File: config.mk
export PLATFORM = sky130hd
export DESIGN_NAME = vga_timing_gen
export DESIGN_NICKNAME = d
export VERILOG_FILES = /design/src/rtl/vga_pkg.sv /design/src/rtl/vga_axis_counter.sv /design/src/rtl/vga_timing_gen.sv
export SDC_FILE = /design/constraint.sdc
export NUM_CORES = 1
export LEC_CHECK = 0
export ABC_AREA = 1
export CELL_PAD_IN_SITES_DETAIL_PLACEMENT = 0
export CELL_PAD_IN_SITES_GLOBAL_PLACEMENT = 1
export CORE_ASPECT_RATIO = 1.5
export CORE_UTILIZATION = 40
export CTS_BUF_LIST = sky130_fd_sc_hd__clkbuf_4 sky130_fd_sc_hd__clkbuf_8
export CTS_CLUSTER_SIZE = 8
export DETAILED_ROUTE_END_ITERATION = 7
export PLACE_DENSITY = 0.84
export SLEW_MARGIN = 30
export SYNTH_ARGS = -nofsm -noshare
export SYNTH_HDL_FRONTEND = slang
export SYNTH_SLANG_ARGS = --single-unit
File: constraint.sdc
create_clock -name clk -period 2 [get_ports clk]
set_clock_uncertainty 0.15 [all_clocks]
set_input_delay 0.5 -clock clk [delete_from_list [all_inputs] [get_ports clk]]
set_output_delay 0.5 -clock clk [all_outputs]
set_load 0.02 [all_outputs]
File: src/rtl/vga_pkg.sv
// Shared VGA raster definitions: default 640x480@60 timing, coordinate width
// and the per-axis phase encoding used by the timing generator and pattern logic.
package vga_pkg;

  localparam int COORD_W   = 10;
  localparam int MAX_TOTAL = 1 << COORD_W;

  localparam int DEF_H_VISIBLE = 640;
  localparam int DEF_H_FP      = 16;
  localparam int DEF_H_SYNC    = 96;
  localparam int DEF_H_BP      = 48;
  localparam int DEF_V_VISIBLE = 480;
  localparam int DEF_V_FP      = 10;
  localparam int DEF_V_SYNC    = 2;
  localparam int DEF_V_BP      = 33;

  typedef enum logic [1:0] {PH_ACTIVE, PH_FRONT, PH_SYNC, PH_BACK} phase_t;

  // Phase entered after the current one ends; zero-width phases are skipped.
  function automatic phase_t next_phase(input phase_t cur, input int fp,
                                        input int sync, input int bp);
    phase_t nxt;
    nxt = PH_ACTIVE;
    if (cur == PH_ACTIVE && fp > 0)
      nxt = PH_FRONT;
    else if ((cur == PH_ACTIVE || cur == PH_FRONT) && sync > 0)
      nxt = PH_SYNC;
    else if (cur != PH_BACK && bp > 0)
      nxt = PH_BACK;
    return nxt;
  endfunction

endpackage

File: src/rtl/vga_axis_counter.sv
// One raster axis: position counter plus ACTIVE/FRONT/SYNC/BACK phase FSM.
// Counter and FSM only move on cycles where advance is high.
module vga_axis_counter
  import vga_pkg::*;
#(
  parameter int VISIBLE = DEF_H_VISIBLE,
  parameter int FP      = DEF_H_FP,
  parameter int SYNC    = DEF_H_SYNC,
  parameter int BP      = DEF_H_BP
) (
  input  logic               clk,
  input  logic               rst_n,
  input  logic               advance,
  output logic [COORD_W-1:0] count,
  output logic [1:0]         phase,
  output logic               wrap
);

  localparam int TOTAL = VISIBLE + FP + SYNC + BP;

  localparam logic [COORD_W-1:0] END_ACTIVE = COORD_W'(VISIBLE - 1);
  localparam logic [COORD_W-1:0] END_FRONT  = COORD_W'(VISIBLE + FP - 1);
  localparam logic [COORD_W-1:0] END_SYNC   = COORD_W'(VISIBLE + FP + SYNC - 1);
  localparam logic [COORD_W-1:0] END_BACK   = COORD_W'(TOTAL - 1);
  localparam logic [COORD_W-1:0] ONE        = COORD_W'(1);

  localparam phase_t AFTER_ACTIVE = next_phase(PH_ACTIVE, FP, SYNC, BP);
  localparam phase_t AFTER_FRONT  = next_phase(PH_FRONT, FP, SYNC, BP);
  localparam phase_t AFTER_SYNC   = next_phase(PH_SYNC, FP, SYNC, BP);

  logic [COORD_W-1:0] count_q;
  logic [COORD_W-1:0] count_d;
  phase_t             phase_q;
  phase_t             phase_d;

  always_ff @(posedge clk or negedge rst_n) begin
    if (!rst_n) begin
      count_q <= '0;
      phase_q <= PH_ACTIVE;
    end else begin
      count_q <= count_d;
      phase_q <= phase_d;
    end
  end

  always_comb begin
    count_d = count_q;
    phase_d = phase_q;
    if (advance) begin
      count_d = (count_q == END_BACK) ? '0 : count_q + ONE;
      unique case (phase_q)
        PH_ACTIVE: if (count_q == END_ACTIVE) phase_d = AFTER_ACTIVE;
        PH_FRONT:  if (count_q == END_FRONT)  phase_d = AFTER_FRONT;
        PH_SYNC:   if (count_q == END_SYNC)   phase_d = AFTER_SYNC;
        PH_BACK:   if (count_q == END_BACK)   phase_d = PH_ACTIVE;
        default:   phase_d = PH_ACTIVE;
      endcase
    end
  end

  assign count = count_q;
  assign phase = phase_q;
  assign wrap  = advance && (count_q == END_BACK);

endmodule

File: src/rtl/vga_timing_gen.sv
// VGA raster timing generator: registered pixel coordinates, visible flag,
// sync pulses and line/frame start strobes, all aligned to the same pixel.
module vga_timing_gen
  import vga_pkg::*;
#(
  parameter int H_VISIBLE       = DEF_H_VISIBLE,
  parameter int H_FP            = DEF_H_FP,
  parameter int H_SYNC          = DEF_H_SYNC,
  parameter int H_BP            = DEF_H_BP,
  parameter int V_VISIBLE       = DEF_V_VISIBLE,
  parameter int V_FP            = DEF_V_FP,
  parameter int V_SYNC          = DEF_V_SYNC,
  parameter int V_BP            = DEF_V_BP,
  parameter int SYNC_ACTIVE_LOW = 1
) (
  input  logic               clk,
  input  logic               rst_n,
  output logic [COORD_W-1:0] col,
  output logic [COORD_W-1:0] row,
  output logic               visible,
  output logic               hsync,
  output logic               vsync,
  output logic               line_start,
  output logic               frame_start
);

  localparam int H_TOTAL = H_VISIBLE + H_FP + H_SYNC + H_BP;
  localparam int V_TOTAL = V_VISIBLE + V_FP + V_SYNC + V_BP;

  localparam logic SYNC_ON  = (SYNC_ACTIVE_LOW != 0) ? 1'b0 : 1'b1;
  localparam logic SYNC_OFF = ~SYNC_ON;

  if (H_TOTAL > MAX_TOTAL) begin : g_h_total_err
    $error("vga_timing_gen: H_TOTAL=%0d exceeds %0d", H_TOTAL, MAX_TOTAL);
  end
  if (V_TOTAL > MAX_TOTAL) begin : g_v_total_err
    $error("vga_timing_gen: V_TOTAL=%0d exceeds %0d", V_TOTAL, MAX_TOTAL);
  end

  logic [COORD_W-1:0] h_count;
  logic [COORD_W-1:0] v_count;
  logic [1:0]         h_phase;
  logic [1:0]         v_phase;
  logic               h_wrap;
  logic               v_wrap;
  logic               at_origin;

  vga_axis_counter #(
    .VISIBLE (H_VISIBLE),
    .FP      (H_FP),
    .SYNC    (H_SYNC),
    .BP      (H_BP)
  ) u_h_axis (
    .clk     (clk),
    .rst_n   (rst_n),
    .advance (1'b1),
    .count   (h_count),
    .phase   (h_phase),
    .wrap    (h_wrap)
  );

  vga_axis_counter #(
    .VISIBLE (V_VISIBLE),
    .FP      (V_FP),
    .SYNC    (V_SYNC),
    .BP      (V_BP)
  ) u_v_axis (
    .clk     (clk),
    .rst_n   (rst_n),
    .advance (h_wrap),
    .count   (v_count),
    .phase   (v_phase),
    .wrap    (v_wrap)
  );

  logic [COORD_W-1:0] col_p1;
  logic [COORD_W-1:0] row_p1;
  logic               visible_p1;
  logic               hsync_p1;
  logic               vsync_p1;
  logic               line_start_p1;
  logic               frame_start_p1;

  // p0 -> p1: counters/phases registered into the output stage
  always_ff @(posedge clk or negedge rst_n) begin
    if (!rst_n) begin
      col_p1         <= '0;
      row_p1         <= '0;
      visible_p1     <= 1'b0;
      hsync_p1       <= SYNC_OFF;
      vsync_p1       <= SYNC_OFF;
      line_start_p1  <= 1'b0;
      frame_start_p1 <= 1'b0;
      at_origin      <= 1'b1;
    end else begin
      col_p1         <= h_count;
      row_p1         <= v_count;
      visible_p1     <= (h_phase == PH_ACTIVE) && (v_phase == PH_ACTIVE);
      hsync_p1       <= (h_phase == PH_SYNC) ? SYNC_ON : SYNC_OFF;
      vsync_p1       <= (v_phase == PH_SYNC) ? SYNC_ON : SYNC_OFF;
      line_start_p1  <= (h_count == '0);
      frame_start_p1 <= at_origin;
      at_origin      <= v_wrap;
    end
  end

  assign col         = col_p1;
  assign row         = row_p1;
  assign visible     = visible_p1;
  assign hsync       = hsync_p1;
  assign vsync       = vsync_p1;
  assign line_start  = line_start_p1;
  assign frame_start = frame_start_p1;

endmodule
# Yosys cells after proc, flatten, opt, wreduce, memory -nomap -nowiden
# Index checks and enable logic that the tools add are counted.
[word_totals] reg_bits=50 in_bits=2 output_inout_bits=25
[classes] add_sub_neg=2 n_eq_ne=22 mux=14 reduce_logical=7
[op_table] operator="$eq A10 B10 Y1 const B" n=5
[op_table] operator="$eq A10 B9 Y1 const B" n=3
[op_table] operator="$add A10 B1 Y10 const B" n=2
[op_table] operator="$mux W10" n=2
[op_table] operator="$mux W2" n=8
[op_table] operator="$ne A2 B1 Y1 const B" n=8
[op_table] operator="$pmux W2 S4" n=2
[op_table] operator="$logic_not A10 Y1" n=1
[op_table] operator="$eq A2 B2 Y1 const B" n=4
[op_table] operator="$reduce_and A5 Y1" n=1
[op_table] operator="$eq A2 B1 Y1 const B" n=2
[op_table] operator="$logic_not A2 Y1" n=2
[op_table] operator="$reduce_and A4 Y1" n=1
[op_table] operator="$logic_and A1 B1 Y1" n=2
[op_table] operator="$mux W1" n=2

# Longest topological paths before layout
# Gate-level depths: netlist (run 1).
[depth] depth_word=3 mapped_depth=11 ltp_nobuf=11

# Modules after synthesis
# Synthesis (run 1) repeated with hierarchy kept, for this count alone.
[hier_totals] cells_unflattened=273 area_unflattened_um2=2409.8
[by_module_without_submodules] mod="vga_axis_counter at u_v_axis" n_inst=1 cells_per_inst=124 area_per_inst_um2=889.6 seq_area_each_um2=300.3
[by_module_without_submodules] mod="vga_axis_counter at u_h_axis" n_inst=1 cells_per_inst=108 area_per_inst_um2=799.5 seq_area_each_um2=300.3
[by_module_without_submodules] mod="vga_timing_gen" n_inst=1 cells_per_inst=41 area_per_inst_um2=720.7 seq_area_each_um2=654.4

# Worst setup path after synthesis (run 1)
# Ideal clock, no wire load.
[synth_timing] path_kind="register -> register" start="reg u_h_axis.count_q[0] (netlist: u_h_axis.count[0])" end="reg u_v_axis.phase_q[0] (netlist: u_v_axis.phase[0])" t_arrival_ns=1.333 t_required_ns=1.733 slack_ns=0.401 stages_incl_launch_ff=11 path_buffers=0 cell_sequence="dfrtp_1 -> ha_1 -> nand2_2 -> nor2_4 -> nand3_4 -> inv_4 -> nand2_1 -> o21ai_1 -> nand2_1 -> nand2_1 -> nand2_1"
[synth_between] elab_chain_cells=2
[synth_lines] element="from (decl)" line="vga_axis_counter.sv:31" text="logic [COORD_W-1:0] count_q;"
[synth_lines] element="from (signal assigned)" line="vga_axis_counter.sv:41" text="count_q <= count_d;"
[synth_lines] element="$eq A10 B10 Y1" line="vga_axis_counter.sv:63" text="assign wrap = advance && (count_q == END_BACK);"
[synth_lines] element="$reduce_and A5 Y1 (no source line)"
[synth_lines] element="to (signal assigned)" line="vga_axis_counter.sv:42" text="phase_q <= phase_d;"
[synth_lines] element="to (decl)" line="vga_axis_counter.sv:33" text="phase_t phase_q;"
# No other way between the ends.
# A chain may end at the register's enable or synchronous reset.

# Worst setup path after layout (run 1)
[layout_timing] start="reg row_p1[1] (netlist: row[1])" end="out row[1]"
[layout_lines] element="from (decl)" line="vga_timing_gen.sv:77" text="logic [COORD_W-1:0] row_p1;"
[layout_lines] element="from (signal assigned)" line="vga_timing_gen.sv:97" text="row_p1 <= v_count;"
[layout_lines] element="to (decl)" line="vga_timing_gen.sv:19" text="output logic [COORD_W-1:0] row,"
# No word-level cell between the ends.

==> impl_metrics.csv, run 1 <==
group,metric,value,unit
critical_path,arrival,1.24,ns
route,drt_iter0_markers,93,
route,drt-met1-wl,1.907,mm
place,dp.cells,351,
route,postRouteAntennaNets,0,
finish,antenna-diode-count,0,
synthesis,synthAdderAreaFrac,7.123,%
floorplan,die-height,94.54,µm
route,routed_wl,4.409,mm
synthesis,yosys-top-cells-count,"54 x nand2_1, 47 x dfrtp_1, 39 x inv_1",
route,routedWlPerCell,12.21,µm
clocking,cts_buffers,5,
power_and_ir_drop,p_sw,342.2,µW
power_and_ir_drop,seqPwrFrac,61.2,%
clocking,h-tree-depth,2,
place,numPortBuffers,26,
timing,finalSetupViolCount,0,
grt,grt_max_degree,33,
synthesis,synth_top_area_share,51.51,%
power_and_ir_drop,vdd_drop_max,0.0002757,V
finish,drive_gt1_share,9.966,%
finish,syn_to_final_growth,21.48,%
floorplan,die_w,63.69,µm
synthesis,synthXorXnorAreaFrac,1.534,%
clocking,hold_buffers,0,
power_and_ir_drop,finalPower,1650,µW
synthesis,yosys_register_bits,50,
route,drcViolationCount,0,
clocking,clock-sinks,50,
clocking,clockRootBuffer,"clkbuf_8",
grt,grt_pass1_vias,1704,
timing,tns,0,ns
synthesis,syn_area,2283,µm²
synthesis,synth_warnings,0,
grt,grt_usage,16.80,%
grt,grt_overflow,0,
synthesis,synth_simple_gate_area_share,25.64,%
finish,fill_cells,502,
timing,fin_crit,1.889,ns
hold_path,min_path_type,"input pin to async pin",
power_and_ir_drop,power_frac_comb,1.4,%
critical_path,crit_fanout,1,
power_and_ir_drop,clkPwrFrac,37.3,%
finish,nets,305,
critical_path,cp.required,1.35,ns
timing,post-route-period-util,94.44,%
timing,slew_headroom,67.12,%
finish,stdcell_area,2774,µm²
timing,worst_pin_slew,0.4895,ns
run,drv_cap,0,
synthesis,synth_cell_types,24,
timing,hold_ws,-0.01476,ns
power_and_ir_drop,switching_share,20.74,%
finish,stdcell_count,361,
route,dr_total_vias,1715,
floorplan,ios,27,
synthesis,synth_fp_nets,267,
timing,rsz0062_at_grt,"no",
power_and_ir_drop,p_leak,0.001351,µW
synthesis,synthArstFlopShare,100.0,%
grt,antenna_found_initial,0,
timing,hold_viol_final,17,
route,highest_layer,"met4",
place,place_ws,0.1389,ns
synthesis,synth_seq_area_share,54.96,%
clocking,clockBufferDepth,2,
place,dp_hpwl,3.316,mm
critical_path,crit_chain,"clkdlybuf4s50_1",
synthesis,ys.flop_type,"dfrtp_1",
critical_path,crit_path_end_kind,"primary output",
synthesis,synth-compound-area-share,3.507,%
floorplan,initial_core_util,41.58,%
floorplan,rows,33,
floorplan,die_area,6021,µm²
critical_path,crit_type,"register to primary output",
synthesis,syn_inst,252,
synthesis,synth.area.top_cells,"dfrtp_1 52%, nand2_1 8.9%, ha_1 7.1%",
route,dr.pass1.iters,5,
clocking,clkLatencyLatePin,0.30,ns
route,dr_wl_met3,83,µm
clocking,cts_tree,"built",
synthesis,synthMuxAreaShare,0,%
route,wl_met2,2.316,mm
synthesis,synth_most_common_cell,"nand2_1",
critical_path,path_delay_family,"buffers and inverters",
timing,setup_slack,0.1111,ns
synthesis,synth_area_leader_cell,"dfrtp_1",
clocking,cts.clk_slew.worst_paths,0.09,ns
synthesis,synth-edff-count,0,
place,place_congestion,0.8187,
power_and_ir_drop,p_int,1308,µW
critical_path,startpoint_type,"register",
critical_path,worst_path_largest_cell_delay,0.60,ns
grt,grt_pass1_wl,7.845,mm
synthesis,synth_top_family_by_area,"simple AND/OR/NAND/NOR gates",
timing,final-max-slew-violation-count,0,
power_and_ir_drop,power_density,594.9,nW/µm²
run_status,status,"complete, but fails checks",
floorplan,core,5492,µm²
synthesis,syn_avg_cell_area,9.061,µm²
run_status,violations,"hold timing",
timing,fmax,529.4,MHz
place,dpl_cell_area,2664,µm²
route,via_per_inst,4.751,
critical_path,path_buf_inv,1,
critical_path,slowest_stage,"clkdlybuf4s50_1",
[cell families (layout without fill, tap and decap cells)]
group,count (synthesis),count (layout)
DFF,50,50
adders and majority gates,13,13
xor gates and xnor gates,4,4
and+or+nand+nor,127,127
buffers and inverters,42,81
AOI/OAI and AO/OA,16,16
[metrics by stage]
| stage | utilization [%] | hold slack (ns) |
|---|---|---|
| after floorplan | - | 0.05441 |
| after global placement | 48.51 | 0.2322 |
| after detailed placement | 48.51 | 0.2422 |
| after CTS | 50.19 | 0.006324 |
| after global routing | 50.51 | 0.02650 |
| final | 50.51 | -0.01476 |
[final timing paths]
path,cells after the start,slack (ns),startpoint,to
setup / recovery,1,0.11,row[1]$_DFF_PN0_,row[1]
hold / removal,1,-0.01,rst_n,row[8]$_DFF_PN0_
setup reg to reg,10,0.24,u_h_axis.count[0]$_DFF_PN0_,u_v_axis.phase[0]$_DFFE_PN0P_
hold reg to reg,0,0.25,at_origin$_DFF_PN1_,frame_start$_DFF_PN0_
max in group asynchronous,2,1.12,rst_n,vsync$_DFF_PN1_
min in group clk,0,0.25,at_origin$_DFF_PN1_,frame_start$_DFF_PN0_
[power by group through the flow]
| stage | clock network [µW] | logic (µW) | registers, µW |
|---|---|---|---|
| 5_1_grt | 675 | 29.1 | 1010 |
| 4_1_cts | 628 | 25.9 | 1010 |
| 6_report | 616 | 23.9 | 1010 |
| 3_5_place_dp | 0 | 25.9 | 1030 |
| 2_1_floorplan | 0 | 0.000520 | 1030 |
| 3_3_place_gp | 0 | 25.4 | 1030 |
[flip-flops by register name (all words and copies together) (netlist names)]
register,count
at_origin,1
col,10
frame_start,1
hsync,1
line_start,1
row,10
u_h_axis.count,10
u_h_axis.phase,2
u_v_axis.count,10
u_v_axis.phase,2
visible,1
vsync,1
[placed cells by master, fill, tap and decap left out, drive strengths merged, types with 4 or more instances in the layout]
master / n
buf: 8
nor3: 6
ha: 13
clkbuf: 7
o21ai: 13
dfrtp: 47
xor2: 4
nand2: 55
clkdlybuf4s50: 23
nand3: 25
nand4: 8
inv: 40
nor2: 29
[what timing repair did]
item,4_1_cts,5_1_grt
hold endpoints to repair,0,0
resized for setup,2,1
buffers inserted,0,2
setup endpoints to repair,2,4
pin swaps,0,0
[cell type report]
cell class                 instances  area [µm²]  share of cell area (%)
multi-input combinational        160       863.3                   31.12
sequential                        50        1255                   45.24
inverter                          40       155.1                   5.593
clock buffer                       7       90.09                   3.248
tap                               70       87.58                   3.157
timing repair buffer              33       317.8                   11.46
clock inverter                     1       5.005                  0.1804
[per-layer routing]
| metal | GRT usage, % | vias up |
|---|---|---|
| met5 | 0 | - |
| met2 | 29.79 | 32 |
| met1 | 20.08 | 805 |
| li1 | - | 869 |
| met3 | 2.415 | 9 |
| met4 | 7.197 | 0 |
Note: power is estimated with default switching activity, not from simulation.
==> run 2: changes to the inputs <==
--- a/config.mk
+++ b/config.mk
@@ -5,7 +5,7 @@
 export SDC_FILE = /design/constraint.sdc
 export NUM_CORES = 1
 export LEC_CHECK = 0
-export ABC_AREA = 1
+export ABC_AREA = 0
 export CELL_PAD_IN_SITES_DETAIL_PLACEMENT = 0
 export CELL_PAD_IN_SITES_GLOBAL_PLACEMENT = 1
 export CORE_ASPECT_RATIO = 1.5
@@ -13,7 +13,9 @@
 export CTS_BUF_LIST = sky130_fd_sc_hd__clkbuf_4 sky130_fd_sc_hd__clkbuf_8
 export CTS_CLUSTER_SIZE = 8
 export DETAILED_ROUTE_END_ITERATION = 7
-export PLACE_DENSITY = 0.84
+export DONT_BUFFER_PORTS = 1
+export PLACE_DENSITY = 0.74
+export REMOVE_ABC_BUFFERS = 1
 export SLEW_MARGIN = 30
 export SYNTH_ARGS = -nofsm -noshare
 export SYNTH_HDL_FRONTEND = slang
==> run 2 against run 1 <==
Synthesized cell count decreased by 29%; sequential cell count unchanged; critical path depth increased by 4; non-clock buffer count increased by 6; hold slack improved by 0.26 ns; clock power decreased by 4.5%; worst setup slack got worse by 0.24 ns; global-route usage increased by 1.1 points; the flow finishes with violations (setup timing); first-iteration DRC count decreased by 17%; count of clock-buffer cells in the layout decreased by 2; critical endpoint is now u_v_axis.phase[1]$_DFFE_PN0P_; sequential share of layout area increased by 1.5 points; final area decreased by 3.2%.
==> impl_metrics.csv, run 2 <==
group,metric,value,unit
timing,slew_headroom,77.92,%
timing,tns,-0.1951,ns
timing,worst_pin_slew,0.3296,ns
critical_path,crit_fanout,2,
synthesis,syn_area,2141,µm²
critical_path,slowest_stage,"or4b_4",
synthesis,synth_warnings,0,
hold_path,hold_end,"frame_start$_DFF_PN0_",
place,dp.cells,274,
hold_path,min_path_type,"register to register",
synthesis,synth-edff-count,0,
timing,hold_ws,0.2456,ns
critical_path,crit_path_end_kind,"register",
floorplan,core,5165,µm²
timing,final-max-slew-violation-count,0,
route,routedWlPerCell,15.78,µm
clocking,cts_tree,"built",
critical_path,crit_chain,"or4b_4 -> o41ai_4 -> o2111ai_2 -> a21oi_2 -> mux2_4",
finish,drive_gt1_share,31.98,%
clocking,clkLatencyLatePin,0.30,ns
floorplan,die_w,61.73,µm
clocking,clockRootBuffer,"clkbuf_8",
grt,grt_overflow,0,
timing,finalSetupViolCount,2,
power_and_ir_drop,p_int,1264,µW
route,dr.pass1.iters,4,
critical_path,r2r_slack,-0.13,ns
finish,final_cell_mix,"47 x dfrtp_1, 36 x buf_4, 13 x inv_1, 12 x nand2_1, 12 x ha_1",
run_status,status,"complete, but fails checks",
critical_path,cp.required,2.04,ns
synthesis,syn_inst,179,
power_and_ir_drop,p_sw,361.8,µW
finish,nets,236,
synthesis,yosys-top-cells-count,"47 x dfrtp_1, 13 x ha_1, 13 x inv_1",
clocking,clock-sinks,50,
place,place_congestion,0.8706,
finish,antenna-diode-count,0,
floorplan,rows,32,
synthesis,synth.area.top_cells,"dfrtp_1 55%, ha_1 7.6%, dfstp_2 3.7%",
clocking,cts.clk_slew.worst_paths,0.10,ns
critical_path,worst_path_largest_cell_delay,0.57,ns
floorplan,die_area,5654,µm²
clocking,cts_buffers,5,
timing,setup_slack,-0.1284,ns
clocking,clockBufferDepth,2,
power_and_ir_drop,power_density,605.4,nW/µm²
timing,fin_crit,2.128,ns
synthesis,ys.flop_type,"dfrtp_1",
hold_path,whs_path_depth,0,
power_and_ir_drop,p_leak,0.001219,µW
finish,layout_commonest_cell,"dfrtp_1",
synthesis,synthArstFlopShare,100.0,%
power_and_ir_drop,seqPwrFrac,62.2,%
grt,antenna_found_initial,0,
clocking,h-tree-depth,2,
synthesis,synth_seq_area_share,58.62,%
place,numPortBuffers,0,
power_and_ir_drop,clkPwrFrac,36.2,%
critical_path,ff2ff_path_depth,5,
critical_path,crit_type,"register to register",
synthesis,synth_most_common_cell,"dfrtp_1",
grt,grt_max_degree,51,
synthesis,synth_cell_types,45,
critical_path,startpoint_type,"register",
place,place_ws,-0.1044,ns
route,via_per_inst,5.224,
power_and_ir_drop,power_frac_comb,1.6,%
timing,fmax,469.8,MHz
timing,hold_viol_final,0,
synthesis,syn_avg_cell_area,11.96,µm²
critical_path,path_buf_inv,0,
floorplan,ios,27,
grt,grt_usage,17.95,%
hold_path,hold_start,"at_origin$_DFF_PN1_",
timing,post-route-period-util,106.4,%
place,dp_hpwl,3.170,mm
floorplan,die-height,91.60,µm
synthesis,yosys_register_bits,50,
synthesis,synth_area_leader_cell,"dfrtp_1",
critical_path,arrival,2.17,ns
power_and_ir_drop,switching_share,22.26,%
route,drcViolationCount,0,
grt,grt_pass1_wl,7.521,mm
synthesis,synth_top_area_share,54.94,%
route,routed_wl,4.575,mm
route,postRouteAntennaNets,0,
route,dr_total_vias,1515,
finish,syn_to_final_growth,25.42,%
power_and_ir_drop,finalPower,1626,µW
route,drt_iter0_markers,77,
critical_path,r2r_end,"u_v_axis.phase[1]$_DFFE_PN0P_",
critical_path,path_delay_family,"compound AO/OA/AOI/OAI gates",
run_status,violations,"setup timing",
critical_path,r2r-start,"u_v_axis.count[4]$_DFFE_PN0N_",
grt,grt_pass1_vias,1618,
timing,rsz0062_at_grt,"yes",
finish,stdcell_count,290,
run,drv_cap,0,
floorplan,initial_core_util,41.45,%
power_and_ir_drop,vdd_drop_max,0.0003037,V
## run 2: logic make-up (layout without fill, tap and decap cells)
logic type | count (synthesis) | count (layout) | share of synthesized area [%]
buffers and inverters | 18 | 61 | 3.623
flip-flops | 50 | 50 | 58.62
AO/OA/AOI/OAI | 28 | 28 | 8.826
adder cells (fa/ha/maj) | 13 | 13 | 7.598
multiplexers | 5 | 5 | 2.571
AND/OR/NAND/NOR | 57 | 57 | 15.49
XOR/XNOR | 8 | 8 | 3.273
## run 2: what timing repair did
action | CTS | global route
hold buffers | 2 | 0
pin swaps | 4 | 3
setup buffers | 0 | 6
hold endpoints to repair | 50 | 0
setup endpoints to repair | 7 | 9
resized for setup | 8 | 9
## run 2: power groups by stage
stage / clock (µW) / sequential, µW / combinational [µW]
3_3_place_gp: 0 / 1030 / 0.000460
3_5_place_dp: 0 / 1030 / 0.000460
5_1_grt: 648 / 1010 / 30.9
6_report: 588 / 1010 / 26.8
4_1_cts: 602 / 1010 / 28.5
2_1_floorplan: 0 / 1030 / 0.000300
## run 2: worst max-delay path by stage
stage                                       start                            end  cells past startpoint
global route        u_v_axis.count[4]$_DFFE_PN0N_  u_v_axis.phase[1]$_DFFE_PN0P_                      5
floorplan             u_h_axis.count[0]$_DFF_PN0_  u_v_axis.phase[1]$_DFFE_PN0P_                      6
finish              u_v_axis.count[4]$_DFFE_PN0N_  u_v_axis.phase[1]$_DFFE_PN0P_                      5
global placement    u_v_axis.count[4]$_DFFE_PN0N_  u_v_axis.phase[1]$_DFFE_PN0P_                      5
CTS                 u_v_axis.count[4]$_DFFE_PN0N_  u_v_axis.phase[1]$_DFFE_PN0P_                      5
detailed placement  u_v_axis.count[4]$_DFFE_PN0N_  u_v_axis.phase[1]$_DFFE_PN0P_                      5
## run 2: cell type report
type | instances | area [µm²]
well taps | 68 | 85.08
clock buffers | 5 | 68.82
flip-flops and latches | 50 | 1255
multi-input cells | 111 | 883.3
clock inverters | 3 | 21.27
repair buffers | 39 | 319.1
fillers | 437 | 2480
inverters | 14 | 52.55
## run 2: per-layer routing
metal	wire [µm]	share of wire, %	global-route usage (%)
met1	1776	39	20.20
met4	104	2.3	7.037
met3	131	2.9	3.704
met5	0	0	0
met2	2562	56	31.45
## run 2: metrics by stage
step	area (µm²)	utilization [%]
2_1_floorplan	2116	-
3_3_place_gp	2434	47.12
3_5_place_dp	2434	47.12
4_1_cts	2597	50.29
5_1_grt	2685	51.99
6_report	2685	51.99
